File: config.mk
export PLATFORM = sky130hd
export DESIGN_NAME = leaf_egress_scheduler
export DESIGN_NICKNAME = d
export VERILOG_FILES = /design/src/rtl/leaf_egress_pkg.sv /design/src/rtl/rr_arbiter.sv /design/src/rtl/leaf_egress_scheduler.sv
export SDC_FILE = /design/constraint.sdc
export NUM_CORES = 1
export LEC_CHECK = 0
export ABC_AREA = 1
export CORE_AREA = 3 3 585 587
export CTS_CLUSTER_SIZE = 12
export DETAILED_ROUTE_END_ITERATION = 7
export DIE_AREA = 0 0 588 590
export SYNTH_ARGS = -nofsm -noshare
export SYNTH_HDL_FRONTEND = slang
export SYNTH_HIERARCHICAL = 1
export SYNTH_SLANG_ARGS = --single-unit
File: constraint.sdc
create_clock -name clk -period 8.7 [get_ports clk]
set_input_delay 1.74 -clock clk [delete_from_list [all_inputs] [get_ports clk]]
set_output_delay 1.74 -clock clk [all_outputs]
set_load 0.02 [all_outputs]
File: src/rtl/leaf_egress_pkg.sv
// Shared definitions for the leaf egress scheduler: FSM state encoding,
// packet valid-bit position and the round-robin index helper.
package leaf_egress_pkg;

    typedef enum logic [1:0] {
        ST_IDLE = 2'd0,
        ST_SEND = 2'd1,
        ST_HOLD = 2'd2
    } state_e;

    localparam int PACKET_BITS_DEF = 97;
    localparam int PKT_VALID_BIT   = PACKET_BITS_DEF - 1;

    // Index that follows idx in a ring of n entries.
    function automatic int rr_next_idx(input int idx, input int n);
        return (idx + 1 >= n) ? 0 : idx + 1;
    endfunction

endpackage

File: src/rtl/rr_arbiter.sv
// Round-robin arbiter: the first requester at or after ptr_i (wrapping)
// wins; next_ptr_o is the slot after the winner, for use on acceptance.
module rr_arbiter
    import leaf_egress_pkg::*;
#(
    parameter int N  = 7,
    parameter int PW = (N > 1) ? $clog2(N) : 1
) (
    input  logic [N-1:0]  req_i,
    input  logic [PW-1:0] ptr_i,
    output logic [N-1:0]  grant_o,
    output logic [PW-1:0] next_ptr_o,
    output logic          any_o
);

    logic [PW:0]   sum;
    logic [PW-1:0] idx;

    // Scan the ring starting at the pointer and keep the first hit.
    always_comb begin
        grant_o    = '0;
        next_ptr_o = ptr_i;
        any_o      = 1'b0;
        sum        = '0;
        idx        = '0;
        for (int k = 0; k < N; k++) begin
            sum = {1'b0, ptr_i} + (PW+1)'(k);
            if (sum >= (PW+1)'(N)) begin
                sum = sum - (PW+1)'(N);
            end
            idx = sum[PW-1:0];
            if (!any_o && req_i[idx]) begin
                any_o        = 1'b1;
                grant_o[idx] = 1'b1;
                next_ptr_o   = PW'(rr_next_idx(int'(idx), N));
            end
        end
    end

endmodule

File: src/rtl/leaf_egress_scheduler.sv
// Leaf egress scheduler: shares stream_out between freespace-update
// requesters (fixed priority, always preferred) and output-port FIFOs
// (round-robin). A resend from the switch freezes the current packet.
// Optional macro LEAF_EGRESS_FS_BURST_LIMIT_EN bounds consecutive
// freespace grants to FS_BURST_MAX while data is waiting.
module leaf_egress_scheduler
    import leaf_egress_pkg::*;
#(
    parameter int PACKET_BITS   = 97,
    parameter int NUM_IN_PORTS  = 7,
    parameter int NUM_OUT_PORTS = 7,
    parameter int FS_BURST_MAX  = 4
) (
    input  logic                                  clk,
    input  logic                                  reset,
    input  logic [NUM_IN_PORTS-1:0]               fs_req,
    input  logic [PACKET_BITS*NUM_IN_PORTS-1:0]   fs_pkt,
    output logic [NUM_IN_PORTS-1:0]               fs_ack,
    input  logic [NUM_OUT_PORTS-1:0]              out_empty,
    input  logic [PACKET_BITS*NUM_OUT_PORTS-1:0]  out_pkt,
    output logic [NUM_OUT_PORTS-1:0]              out_rd_en,
    input  logic                                  resend,
    output logic [PACKET_BITS-1:0]                stream_out,
    output logic                                  busy
);

    localparam int PW = (NUM_OUT_PORTS > 1) ? $clog2(NUM_OUT_PORTS) : 1;

    // A burst limit of zero would starve freespace entirely; refuse it.
    if (FS_BURST_MAX < 1) begin : g_bad_fs_burst_max
        $error("FS_BURST_MAX must be at least 1");
    end

    state_e                   state_q, state_d;
    logic [PW-1:0]            rr_ptr_q, rr_ptr_d;
    logic [PACKET_BITS-1:0]   stream_q, stream_d;

    logic [NUM_IN_PORTS-1:0]  fs_pick_oh;
    logic                     any_fs;
    logic [NUM_OUT_PORTS-1:0] data_grant_oh;
    logic [PW-1:0]            rr_next;
    logic                     any_data;
    logic [PACKET_BITS-1:0]   fs_sel, data_sel;
    logic                     eval_en, fs_win, data_win, force_data;

    rr_arbiter #(
        .N  (NUM_OUT_PORTS),
        .PW (PW)
    ) u_rr (
        .req_i      (~out_empty),
        .ptr_i      (rr_ptr_q),
        .grant_o    (data_grant_oh),
        .next_ptr_o (rr_next),
        .any_o      (any_data)
    );

    // Fixed priority among freespace requesters: lowest index wins.
    always_comb begin
        fs_pick_oh = '0;
        any_fs     = 1'b0;
        for (int i = 0; i < NUM_IN_PORTS; i++) begin
            if (!any_fs && fs_req[i]) begin
                fs_pick_oh[i] = 1'b1;
                any_fs        = 1'b1;
            end
        end
    end

    // One-hot AND-OR muxes selecting the granted packet slices.
    always_comb begin
        fs_sel   = '0;
        data_sel = '0;
        for (int i = 0; i < NUM_IN_PORTS; i++) begin
            if (fs_pick_oh[i]) begin
                fs_sel = fs_sel | fs_pkt[i*PACKET_BITS +: PACKET_BITS];
            end
        end
        for (int j = 0; j < NUM_OUT_PORTS; j++) begin
            if (data_grant_oh[j]) begin
                data_sel = data_sel | out_pkt[j*PACKET_BITS +: PACKET_BITS];
            end
        end
    end

    // Resend only matters while a packet is actually on the link.
    assign eval_en   = !reset && ((state_q == ST_IDLE) || !resend);
    assign fs_win    = eval_en && any_fs && !force_data;
    assign data_win  = eval_en && any_data && !fs_win;
    assign fs_ack    = fs_win   ? fs_pick_oh    : '0;
    assign out_rd_en = data_win ? data_grant_oh : '0;

    // Next-state: load a granted packet, go idle with zero, or freeze on resend.
    always_comb begin
        state_d  = state_q;
        stream_d = stream_q;
        rr_ptr_d = rr_ptr_q;
        if (fs_win) begin
            stream_d = fs_sel;
            state_d  = ST_SEND;
        end else if (data_win) begin
            stream_d = data_sel;
            rr_ptr_d = rr_next;
            state_d  = ST_SEND;
        end else if (eval_en) begin
            stream_d = '0;
            state_d  = ST_IDLE;
        end else if (state_q != ST_IDLE) begin
            state_d  = ST_HOLD;
        end
    end

    // Registered egress, FSM and round-robin pointer.
    always_ff @(posedge clk) begin
        if (reset) begin
            state_q  <= ST_IDLE;
            rr_ptr_q <= '0;
            stream_q <= '0;
        end else begin
            state_q  <= state_d;
            rr_ptr_q <= rr_ptr_d;
            stream_q <= stream_d;
        end
    end

`ifdef LEAF_EGRESS_FS_BURST_LIMIT_EN
    localparam int RUN_W = $clog2(FS_BURST_MAX + 1);

    logic [RUN_W-1:0] fs_run_q, fs_run_d;

    assign force_data = any_data && (fs_run_q == RUN_W'(FS_BURST_MAX));

    // Count freespace grants made while data waits; any data grant or empty FIFOs restart it.
    always_comb begin
        fs_run_d = fs_run_q;
        if (!any_data || data_win) begin
            fs_run_d = '0;
        end else if (fs_win) begin
            fs_run_d = fs_run_q + RUN_W'(1);
        end
    end

    // Burst counter register.
    always_ff @(posedge clk) begin
        if (reset) begin
            fs_run_q <= '0;
        end else begin
            fs_run_q <= fs_run_d;
        end
    end
`else
    assign force_data = 1'b0;
`endif

    assign stream_out = stream_q;
    assign busy       = (state_q != ST_IDLE);

endmodule

==> out/qor.csv <==
metric,value,unit
seq_power_share,0.195,
synth_cells,3439,
worstSkewPairLatency,0.44,ns
drtIter0Drc,3472,
p_leak,13.8,nW
reg2reg_depth,23,
ff2ff_setup_slack,2.70,ns
power_frac_clock,0.198,
grt_pass1_vias,29600,
r2r-start,rr_ptr_q[2],
rows,213,
cts.clk_slew.worst_paths,0.11,ns
areaGrowthSynthToFinish,123,%
synth_edf_count,0,
ir_drop,0.0000931,V
synth_cell_types,41,
setup_viol,0,
antenna_found_initial,427,
port_buffers,1486,
hold_buffers,0,
p_switching,1.27,mW
p_comb_frac,0.608,
nets,6135,
cts.path.max_buffers,2,
clockRootBuffer,clkbuf_16,
p_int,1.49,mW
hpwlAfterDp,314,mm
synth_top_family_by_area,simple AND/OR/NAND/NOR gates,
cp_cell_sequence,clkdlybuf4s50_1 -> inv_1 -> inv_1 -> nand3_1 -> nand2_1 -> nand2_1 -> nand2_1 -> nand2_1 -> nand2_2 -> nand3_4 -> nor2_8 -> nand4_4 -> inv_2 -> nand3_1 -> nand3_4 -> inv_1 -> nor2_1 -> clkdlybuf4s50_1,
num-fill-cells,39800,
hold_slack,0.472,ns
vias,32000,
drc,0,
skew,0.0353,ns
avgSynthCellArea,4.88,um2
crit_type,in -> out,
dr.pass1.iters,7,
wl_per_cell,36.9,um
async_flop_share,0,
worstPathMaxFanout,32,
hold_viol,0,
power_switching_share,0.460,
core_area,337000,um2
p_per_area,73.9,nW/um2
hold_start,stream_out[75],
end_kind,primary output,
worst_path_max_delay_cell,clkdlybuf4s50_1,
finalCritPeriodShare,0.833,
ys_seq_area_frac,0.122,
synth-compound-area-share,0.0712,
synth-xor-area-share,0.000522,
regArea,2040,um2
cp.buffers_inverters,6,
multi_input_area,12800,um2
ys.warnings.count,6,
path_delay_family,simple AND/OR/NAND/NOR gates,
grt_pass1_wl,411,mm
cts_buffers,9,
required,6.96,ns
grt_setup_unrepaired,false,
htree_levels,3,
r2r-end,stream_out[5],
min_path_cells,2,
status,finished clean,
layout_min_cycle_time,7.25,ns
synth_nets,4832,
cap_violations,0,
timing.fmax,138,MHz
hp-class,reg -> reg,
worst_pin_slew,1.18,ns
crit_cells,18,
holdPathEnd,stream_out[75],
synth_flop_cell,dfxtp_1,
finalSetupTns,0,ns
io_pins,1487,
synth_fa_ha_area_frac,0.0139,
track_usage,0.191,
ys_ff_latch,102,
max_stage_delay,0.63,ns
startpoint,out_empty[4],
utilization,0.111,
die_y,590,um
grt_max_degree,104,
drive_gt1_frac,0.0297,
arrival,5.51,ns
cts_tree,built,
synth_mux_area_frac,0,
crit_top_cell,nand2_1,
start_util,0.0498,
worstSetupStartpointType,input port,
synthSimpleGateAreaFrac,0.668,
clkSinkCount,102,
relSlewSlack,0.215,
dieArea,347000,um2
slew_violations,0,
ant_nets,0,
cts_setup_buffers,0,
grt_overflow,0,
place.gp.congestion,0.980,
avgViaCountPerCell,3.42,
cts_resized,0,
die_x,588,um
synth_area,16800,um2
routed_wl,346,mm
[Yosys cell counts, types with 5 or more instances]
cell type / number / share of area
nand2_1: 1318 / 0.29
nand3_1: 502 / 0.15
nor2_1: 489 / 0.11
inv_1: 270 / 0.060
nand4_1: 236 / 0.088
clkbuf_1: 150 / 0.034
dfxtp_1: 102 / 0.12
a21oi_1: 88 / 0.026
buf_2: 49 / 0.015
a211oi_1: 36 / 0.016
buf_1: 32 / 0.0072
o21ai_0: 27 / 0.0081
o21a_1: 18 / 0.0081
ha_1: 17 / 0.013
inv_2: 13 / 0.0029
nand2_2: 13 / 0.0048
nor3_1: 12 / 0.0036
a22o_1: 11 / 0.0057
o21ai_1: 9 / 0.0027
buf_4: 6 / 0.0027
buf_6: 5 / 0.0034
[area by class of cell]
cell class              count  area share
inverters                 284      0.0286
multi-input cells        2811       0.342
clock buffers              10     0.00611
diodes                    113     0.00755
repair buffers           1534       0.408
well taps                4515       0.151
clock inverters             6     0.00207
flip-flops and latches    102      0.0545
[power groups by stage]
stage	Combinational (mW)	Sequential [mW]	Clock, mW
after global placement	1.70	0.549	0
final	1.68	0.539	0.547
after global routing	1.78	0.543	0.582
after detailed placement	1.70	0.549	0
after CTS	1.70	0.539	0.588
after floorplan	0.385	0.576	0
[cell usage in the layout (no fill, tap or decap), types with 9 or more instances in the layout]
cell and count:
clkdlybuf4s50_1 1478, nand2_1 1318, nand3_1 496, nor2_1 488, inv_1 268, nand4_1 236
diode_2 113, dfxtp_1 102, a21oi_1 88, buf_4 49, a211oi_1 30, o21ai_0 27
o21a_1 18, ha_1 17, nand2_2 13, inv_2 12, nor3_1 12, a22o_1 11
clkbuf_16 9, o21ai_1 9
[metrics by stage]
stage | power (mW) | std cells | setup slack [ns] | cell area (um2)
CTS | 2.83 | 9262 | 1.41 | 37200
finish | 2.77 | 9375 | 1.45 | 37400
global placement | 2.25 | 9246 | 1.39 | 36900
global route | 2.90 | 9308 | 1.25 | 37300
floorplan | 0.961 | 3439 | 2.78 | 16800
detailed placement | 2.25 | 9246 | 1.44 | 36900
[metal layers]
layer  GRT usage  vias up  wire length [um]  part of all wire
li1            -    13900                 -                 -
met1       0.232    14900            142000              0.41
met2       0.263     2175            134000              0.39
met3       0.135      790             57400              0.17
met4      0.0534      334             11300             0.033
met5           0        -              2290            0.0066
[worst register-to-register path: cells and delay by family, from the launching register on]
family,cells,cell delay [ns]
and+or+nand+nor,19,4.17
buffers and inverters,2,0.63
AOI/OAI and AO/OA,1,0.07
adders and majority gates,1,0.39
DFF,1,0.57
[flip-flops by register name, indices dropped and copies added (netlist names)]
register	flops
state_q	2
rr_ptr_q	3
stream_out	97
[worst max-delay path by stage]
stage / to / slack [ns]
floorplan: out_rd_en[3] / 2.78
global placement: out_rd_en[5] / 1.39
detailed placement: out_rd_en[1] / 1.44
CTS: out_rd_en[1] / 1.41
global route: out_rd_en[5] / 1.25
finish: out_rd_en[5] / 1.45
[logic make-up (layout without fill, tap and decap cells)]
| logic type | Yosys count | after routing |
|---|---|---|
| adders and majority gates | 18 | 18 |
| other | 0 | 113 |
| DFF | 102 | 102 |
| buffers and inverters | 526 | 1834 |
| AOI/OAI and AO/OA | 197 | 197 |
| and+or+nand+nor | 2595 | 2595 |
| xor gates and xnor gates | 1 | 1 |
No activity file was read; power rests on OpenSTA's default activity.
